`src/rtl/shreg_pkg.sv`:
```
// Shared types and helpers for the 74HC595 chain driver.
package shreg_pkg;

    typedef enum logic [1:0] {
        IDLE,
        SH_LO,
        SH_HI,
        LATCH
    } state_t;

    // Clock cycles from the accept edge until ready is high again.
    function automatic int xfer_cycles(input int w, input int div);
        return (2 * w + 1) * div;
    endfunction

endpackage

```
`src/rtl/shreg_chain_driver_pwm_dimmer.sv`:
```
// PWM output-enable generator for display brightness.
module pwm_dimmer
    import shreg_pkg::*;
#(
    parameter int BRIGHT_W = 4
) (
    input  logic                clk,
    input  logic                rst_n,
    input  logic [BRIGHT_W-1:0] brightness,
    output logic                oe_n
);

    logic [BRIGHT_W-1:0] cnt;
    logic [BRIGHT_W-1:0] level;

    // The level is loaded as the counter wraps to 0, so each period
    // runs with a single duty value.
    always_ff @(posedge clk or negedge rst_n) begin
        if (!rst_n) begin
            cnt   <= '0;
            level <= '0;
        end else begin
            cnt <= cnt + 1'b1;
            if (cnt == '1) begin
                level <= brightness;
            end
        end
    end

    assign oe_n = !((level == '1) || (cnt < level));

endmodule

```
`src/rtl/shreg_chain_driver.sv`:
```
// Serial driver for a daisy-chain of 74HC595 shift registers,
// with a PWM output enable for brightness.
module shreg_chain_driver
    import shreg_pkg::*;
#(
    parameter int NUM_REGS  = 3,
    parameter int SCK_DIV   = 2,
    parameter int MSB_FIRST = 1,
    parameter int BRIGHT_W  = 4
) (
    input  logic                    clk,
    input  logic                    rst_n,
    input  logic [8*NUM_REGS-1:0]   data,
    input  logic                    d_valid,
    output logic                    ready,
    input  logic [BRIGHT_W-1:0]     brightness,
    output logic                    st_cp,
    output logic                    sh_cp,
    output logic                    d,
    output logic                    oe_n
);

    localparam int W  = 8 * NUM_REGS;
    localparam int CW = $clog2(W + 1);
    localparam int TW = $clog2(SCK_DIV + 1);
    localparam logic [CW-1:0] LAST_BIT  = CW'(W);
    localparam logic [TW-1:0] TIMER_END = TW'(SCK_DIV - 1);

    state_t        state;
    logic [W-1:0]  sreg;
    logic [W-1:0]  shifted;
    logic [CW-1:0] bit_cnt;
    logic [TW-1:0] timer;
    logic          phase_end;

    function automatic logic head(input logic [W-1:0] v);
        return (MSB_FIRST != 0) ? v[W-1] : v[0];
    endfunction

    assign ready     = (state == IDLE);
    assign phase_end = (timer == TIMER_END);

    always_comb begin
        shifted = sreg;
        if (MSB_FIRST != 0) begin
            shifted = {sreg[W-2:0], 1'b0};
        end else begin
            shifted = {1'b0, sreg[W-1:1]};
        end
    end

    always_ff @(posedge clk or negedge rst_n) begin
        if (!rst_n) begin
            state   <= IDLE;
            sreg    <= '0;
            bit_cnt <= '0;
            timer   <= '0;
            sh_cp   <= 1'b0;
            st_cp   <= 1'b0;
            d       <= 1'b0;
        end else begin
            unique case (state)
                IDLE: begin
                    if (d_valid) begin
                        sreg    <= data;
                        bit_cnt <= '0;
                        timer   <= '0;
                        d       <= head(data);
                        state   <= SH_LO;
                    end
                end
                SH_LO: begin
                    if (phase_end) begin
                        timer <= '0;
                        sh_cp <= 1'b1;
                        state <= SH_HI;
                    end else begin
                        timer <= timer + 1'b1;
                    end
                end
                SH_HI: begin
                    if (phase_end) begin
                        timer   <= '0;
                        sh_cp   <= 1'b0;
                        sreg    <= shifted;
                        bit_cnt <= bit_cnt + 1'b1;
                        if (bit_cnt + 1'b1 == LAST_BIT) begin
                            d     <= 1'b0;
                            st_cp <= 1'b1;
                            state <= LATCH;
                        end else begin
                            d     <= head(shifted);
                            state <= SH_LO;
                        end
                    end else begin
                        timer <= timer + 1'b1;
                    end
                end
                LATCH: begin
                    if (phase_end) begin
                        timer <= '0;
                        st_cp <= 1'b0;
                        state <= IDLE;
                    end else begin
                        timer <= timer + 1'b1;
                    end
                end
                default: state <= IDLE;
            endcase
        end
    end

    pwm_dimmer #(
        .BRIGHT_W(BRIGHT_W)
    ) u_pwm (
        .clk        (clk),
        .rst_n      (rst_n),
        .brightness (brightness),
        .oe_n       (oe_n)
    );

`ifndef SYNTHESIS
    localparam int XFER = xfer_cycles(W, SCK_DIV);
    int busy_cycles;

    always_ff @(posedge clk or negedge rst_n) begin
        if (!rst_n) begin
            busy_cycles <= 0;
        end else begin
            busy_cycles <= ready ? 0 : busy_cycles + 1;
            if (state == LATCH && phase_end) begin
                assert (busy_cycles == XFER - 1);
            end
        end
    end

    assert property (@(posedge clk) disable iff (!rst_n) !(st_cp && sh_cp));
`endif

endmodule

```
`config.mk`:
```
export PLATFORM = sky130hd
export DESIGN_NAME = shreg_chain_driver
export DESIGN_NICKNAME = d
export VERILOG_FILES = /design/src/rtl/shreg_pkg.sv /design/src/rtl/shreg_chain_driver_pwm_dimmer.sv /design/src/rtl/shreg_chain_driver.sv
export SDC_FILE = /design/constraint.sdc
export NUM_CORES = 1
export LEC_CHECK = 0
export ABC_CLOCK_PERIOD_IN_PS = 1200
export CAP_MARGIN = 20
export CORE_ASPECT_RATIO = 1.4
export CORE_MARGIN = 2
export CORE_UTILIZATION = 47
export CTS_CLUSTER_SIZE = 28
export DETAILED_ROUTE_END_ITERATION = 6
export PLACE_DENSITY = 0.83
export SLEW_MARGIN = 15
export SYNTH_ARGS = -nofsm -noshare
export SYNTH_HDL_FRONTEND = slang
export SYNTH_HIERARCHICAL = 1
export SYNTH_SLANG_ARGS = --single-unit
```
`constraint.sdc`:
```
create_clock -name clk -period 1.2 [get_ports clk]
set_input_delay 0.12 -clock clk [delete_from_list [all_inputs] [get_ports clk]]
set_output_delay 0.12 -clock clk [all_outputs]
set_load 0.01 [all_outputs]
```
# Yosys cells after proc, flatten, opt, wreduce, memory -nomap -nowiden
# Cells that the tools add are included.
[totals] output_inout_bits=5 regBits=43
[classes] mux=25 n_addsub=3 n_reduce_logical=11 n_eq_ne=12 order_cmp=1
[op_table] op="2-to-1 mux 23 bit" n=2
[op_table] op="one-hot mux 23 bit (2 select lines)" n=1
[op_table] op="2-to-1 mux 2 bit" n=7
[op_table] op="2-to-1 mux 5 bit" n=2
[op_table] op="!= test 2 bit (second input constant)" n=5
[op_table] op="one-hot mux 5 bit (2 select lines)" n=1
[op_table] op="== test 4 bit (second input constant)" n=2
[op_table] op="one-hot mux 2 bit (4 select lines)" n=1
[op_table] op="AND reduction 4 bit" n=2
[op_table] op="2-to-1 mux 1 bit" n=7
[op_table] op="one-hot mux 1 bit (2 select lines)" n=3
[op_table] op="AND reduction 3 bit" n=2
[op_table] op="nonzero test 2 bit" n=3
[op_table] op="adder 5 x 1 -> 5 bit (second input constant)" n=1
[op_table] op="== test 5 bit (second input constant)" n=1
[op_table] op="adder 4 x 1 -> 4 bit (second input constant)" n=1
[op_table] op="== test 2 x 1 -> 1 bit (second input constant)" n=2
[op_table] op="== test 2 bit (second input constant)" n=2
[op_table] op="less-than comparator 4 bit" n=1
[op_table] op="one-hot mux 2 bit (2 select lines)" n=1
[op_table] op="OR reduction 3 bit" n=1
[op_table] op="adder 2 x 1 -> 2 bit (second input constant)" n=1
[op_table] op="zero test 2 bit" n=1
[op_table] op="zero test 1 bit" n=1
[op_table] op="logical OR 1 bit" n=1

# Logic depth before layout (Yosys ltp)
[logic_depth] ltp_word=5 mapped_depth=6 ltp_nobuf=5

# Cells and area by module
# Netlist, hierarchy kept.
[by_module_without_submodules] mod="shreg_chain_driver" n_inst=1 cells_per_inst=186 area_per_inst_um2=1670.4
[by_module_without_submodules] mod="pwm_dimmer" n_inst=1 cells_per_inst=30 area_per_inst_um2=377.9

# Least setup slack after synthesis
# OpenSTA, ideal clock, no wires.
[synth_timing] path_kind="reg-to-reg" start="register state[1]" end="register sreg[10]" t_arrival_ns=1.162 period_less_slack_ns=1.292 path_slack_ns=-0.092 stages_incl_launch_ff=6 n_path_buf=2 path_cell_list="dfrtp_1 -> buf_6 -> nand2b_4 -> a21oi_4 -> buf_2 -> a31oi_1"
[synth_between] elab_chain_cells=3 word_cells_on_any_way=7 classes_between="eq/ne: 3; mux: 1; reduce/logical: 3"
[synth_rtl] element="start: declaration" line_no="shreg_chain_driver.sv:29" source="state_t state;"
[synth_rtl] element="start signal: assignment" line_no="shreg_chain_driver.sv:54" source="state <= IDLE;"
[synth_rtl] element="start signal: assignment" line_no="shreg_chain_driver.sv:69" source="state <= SH_LO;"
[synth_rtl] element="start signal: assignment" line_no="shreg_chain_driver.sv:76" source="state <= SH_HI;"
[synth_rtl] element="== test 2 bit or zero test 2 bit (tied branches)" line_no="shreg_chain_driver.sv:62" source="unique case (state)"
[synth_rtl] element="!= test 2 bit (no source line) or nonzero test 2 bit (tied branches)"
[synth_rtl] element="AND reduction 3 bit (no source line)"
[synth_rtl] element="end signal: assignment" line_no="shreg_chain_driver.sv:65" source="sreg <= data;"
[synth_rtl] element="end signal: assignment" line_no="shreg_chain_driver.sv:85" source="sreg <= shifted;"
[synth_rtl] element="end: declaration" line_no="shreg_chain_driver.sv:30" source="logic [W-1:0] sreg;"
# Parallel ways exist; a longest one is shown, timed or not.
# A chain may end at the register's enable or synchronous reset.

# Worst setup path in the final report
[layout_timing] start="register u_pwm.level[2]" end="output port oe_n"
[layout_between] elab_chain_cells=3 word_cells_on_any_way=4 classes_between="order compare: 1; eq/ne: 1; reduce/logical: 2"
[layout_rtl] element="start: declaration" line_no="shreg_chain_driver_pwm_dimmer.sv:14" source="logic [BRIGHT_W-1:0] level;"
[layout_rtl] element="start signal: assignment" line_no="shreg_chain_driver_pwm_dimmer.sv:25" source="level <= brightness;"
[layout_rtl] element="less-than comparator 4 bit or == test 4 bit (tied branches)" line_no="shreg_chain_driver_pwm_dimmer.sv:30" source="assign oe_n = !((level == '1) || (cnt < level));"
[layout_rtl] element="logical OR 1 bit *" line_no="shreg_chain_driver_pwm_dimmer.sv:30"
[layout_rtl] element="zero test 1 bit *" line_no="shreg_chain_driver_pwm_dimmer.sv:30"
[layout_rtl] element="end: declaration" line_no="shreg_chain_driver.sv:20" source="output logic oe_n"
# Mark *: on every way between the ends. The rest lies on a longest branch, timed or not.

==> results <==
- The flow ran to the end, but the final reports show violations.
- The checks that failed: negative setup slack.
- The CTS root buffer is clkbuf_8.
- Summing over every cut layer, the via total after detailed routing is just over 2000.
- Setup slack on the worst reg-to-reg path comes out at -0.25 ns.
- The net count after synthesis is 252.
- The first global-routing pass estimated 9940 um of wire.
- The number of endpoints with negative hold slack in the final report is 0.
- The synthesized area is around 0.0020 sq mm.
- For the finished layout, the period the worst path requires is ~1.7 ns.
- The cell total after placement is just over 300.
- The number of different library cells in the post-synthesis netlist is 34.
- At the worst endpoint, the required time is roughly 1.1 ns.
- The initial core utilization is around half.
- The clock tree buffer depth is 2.
- Across the run, the number of max-cap violations was 0.
- The clock drives 43 sinks.
- The final count of negative-setup-slack endpoints is 37.
- The number of diodes is 0.
- The critical path endpoint category is a primary output.
- Summed over all cells, the static leakage comes to between 1 and 1.5 nW.
- In the layout the commonest cells are nand2_1, dfrtp_1, buf_4, clkdlybuf4s50_1, nor2_2.
- The H-tree generated during clock tree synthesis spans 2 levels.
- 36 I/O pins were placed.
- The final clock period utilization by the worst path is 138%.
- The count of routing violations after the opening detailed-route iteration is 87.
- Before antenna repair, the detailed router went through 5 iterations.
- After detailed routing, the number of vias per cell comes to between 5 and 6.
- The worst slack at placement is -0.469 ns.
- The maximum number of pins on one net before global-route repair is 44.
- The die area is between 0.004 and 0.005 sq mm.
- The clock latency on the worst-skew pair is about 0.3 ns.
- The path class of the tightest hold or removal check is in2async.
- The number of cells produced by synthesis is 216.
- In the global route stage, overall resource usage came out at approximately 28%.
- The maximum clock rate is about 610 MHz.
- The sequential share of the synthesized area is a little over half.
- The arrival time at the worst endpoint is between 1.5 and 2 ns.
- Leaving out fill and tap cells, the most frequent cell in the layout is nand2_1.
- On the critical path, the stage with the largest delay is an instance of dfrtp_1.
- The start of the worst register-to-register path is state[1].
- Along the worst path, the maximum fanout reaches 3.
- The core region is 0.00420 sq mm.
- Power comes to 3.01 mW.
- Clock-pin slew was measured on the worst setup and hold paths at roughly 0.090 ns.
- The number of global-route vias before repair was around 2200.
- After detailed routing, the total wire length is 6840 um.
- The classification of the worst setup path is reg2out.
- The post-route non-filler standard cell count is 340.
- Summed over all failing endpoints, the final setup total negative slack is -5.83 ns.
- The worst setup path is launched from a flip-flop.
- The worst slack on hold paths is ~0.31 ns.
- The biggest cell delay along the critical path is ~0.39 ns.
- The overall die height is 82.1 um.
- A synthesized cell averages 9.48 sq um.
- The number of nets in the layout is 330.
- The signal on the critical path passes through inv_1, ha_1, o21ai_1, a21oi_1, o31a_1, buf_2.
- The maximum ir drop on the vdd rail is approximately 0.85 mV.
- Routability-driven placement finished with a final weighted congestion of ~0.8.
- The overall overflow remaining after global route is 0.
- The Yosys warning count is 6.
- The CTS tree is built.
- Setup repair after global routing could not meet its margin everywhere.
- The count of antenna-violating nets left after detailed routing is 0.
- The DRC violation count after routing is 0.
- The end of the worst register-to-register path is d.
- The floorplan has 28 rows.
- The total power divided by cell area is a little under 900 mW/mm^2.
- TritonCTS created 5 clock buffers.
- The post-layout worst setup margin is -0.452 ns.
- Port buffering added 35 buffers.
- The number of pins with negative max-slew slack in the final report is 0.
- The pin slew with the least headroom to its limit is 0.296 ns.
- The layout overhead on the synthesized area is 65.6%.
- The sum of net half-perimeters after detailed placement is ~3200 um.
- Measured in cells, the most critical reg-to-reg path has a length of 7.
- The die span in x is 59.8 um.
- Counting flops and latches in the post-synthesis netlist gives 43.
- On the final layout, the worst clock skew is ~0.012 ns.
- The remaining max-slew budget at the tightest pin is 80.2%.
- The initial antenna violation count is 0.
- Cells with a size suffix above 1 make up 39.0% of the layout.
- In the final routed layout, each cell accounts on average for slightly above 20 um.
[cell usage after synthesis]
| cell | n | area [sq um] |
|---|---|---|
| a211o_1 | 1 | 8.76 |
| a21o_1 | 2 | 15.0 |
| a21oi_1 | 4 | 20.0 |
| a21oi_4 | 1 | 16.3 |
| a22o_1 | 1 | 8.76 |
| a31oi_1 | 22 | 138 |
| a32o_1 | 1 | 10.0 |
| a41oi_1 | 1 | 8.76 |
| and2b_1 | 1 | 7.51 |
| and4b_1 | 1 | 10.0 |
| buf_2 | 7 | 35.0 |
| buf_4 | 1 | 7.51 |
| buf_6 | 3 | 33.8 |
| dfrtp_1 | 43 | 1080 |
| ha_1 | 5 | 62.6 |
| inv_1 | 5 | 18.8 |
| mux2_1 | 4 | 45.0 |
| nand2_1 | 54 | 203 |
| nand2b_1 | 2 | 12.5 |
| nand2b_4 | 1 | 13.8 |
| nand3_1 | 3 | 15.0 |
| nand3_2 | 1 | 10.0 |
| nand3b_4 | 1 | 20.0 |
| nand4bb_1 | 1 | 11.3 |
| nor2_1 | 30 | 113 |
| nor2b_1 | 1 | 6.26 |
| nor3_1 | 4 | 20.0 |
| o211ai_1 | 1 | 7.51 |
| o21a_1 | 1 | 7.51 |
| o21ai_0 | 7 | 35.0 |
| o22a_1 | 1 | 8.76 |
| o31a_1 | 1 | 8.76 |
| xnor2_1 | 1 | 8.76 |
| xor2_1 | 3 | 26.3 |
[flip-flops by register name (all words and copies together) (netlist names)]
signal	cells
bit_cnt	5
d	1
timer	2
state	2
st_cp	1
u_pwm/cnt	4
sreg	23
sh_cp	1
u_pwm/level	4
[stage by stage]
step                instance area (sq um)  utilization [%]
detailed placement                   2610             62.1
finish                               3390             80.7
CTS                                  3200             76.0
floorplan                            2060                -
global placement                     2610             62.1
global route                         3390             80.7
[worst max-delay path by stage]
| stage | slack (ns) | endpoint | from |
|---|---|---|---|
| 2_1_floorplan | -0.04 | sreg[10] | state[1] |
| 3_3_place_gp | -0.46 | oe_n | u_pwm/cnt[1] |
| 3_5_place_dp | -0.47 | oe_n | u_pwm/level[1] |
| 4_1_cts | -0.43 | oe_n | u_pwm/level[1] |
| 5_1_grt | -0.51 | oe_n | u_pwm/cnt[1] |
| 6_report | -0.45 | oe_n | u_pwm/level[2] |
[power breakdown]
| group | switching [mW] | internal [mW] | leakage, nW |
|---|---|---|---|
| combinational | 0.0859 | 0.123 | 0.903 |
| clock | 0.513 | 0.832 | 0.0654 |
| sequential | 0.00538 | 1.45 | 0.508 |
[worst max-delay path: cells and delay by family, from the launching register on]
| kind | cells | cell delay, ns |
|---|---|---|
| AO/OA/AOI/OAI | 3 | 0.35 |
| buffers and inverters | 2 | 0.21 |
| flip-flops | 1 | 0.39 |
| adder cells (fa/ha/maj) | 1 | 0.27 |
[metal layers]
| layer | share of wire, % | track usage (%) |
|---|---|---|
| met5 | 0 | 0 |
| met4 | 5.3 | 16.0 |
| met3 | 4.8 | 5.76 |
| met2 | 56 | 53.7 |
| met1 | 34 | 26.0 |
[logic make-up after synthesis]
logic type,after synthesis,synth area share [%]
flops,43,52.5
buf+inv,16,4.64
fa+ha+maj,5,3.05
compound gates,44,14.3
simple gates,100,21.6
mux,4,2.20
xor+xnor,4,1.71
[layout make-up]
cell class | instances | area [sq um]
Multi-Input combinational cell | 157 | 1240
Sequential cell | 43 | 1080
Timing Repair Buffer | 82 | 862
Fill cell | 219 | 812
Clock buffer | 6 | 72.6
Clock inverter | 2 | 60.1
Tap cell | 45 | 56.3
Inverter | 5 | 18.8
[timing repair]
action | CTS | global route
hold buffers | 1 | 0
endpoints found under the hold margin | 43 | 0
endpoints found under the setup margin | 40 | 39
gates resized for setup | 59 | 50
setup buffers | 10 | 7
pin swaps | 10 | 9
cloned | 7 | 0
Power figures use the tool's default switching activity.
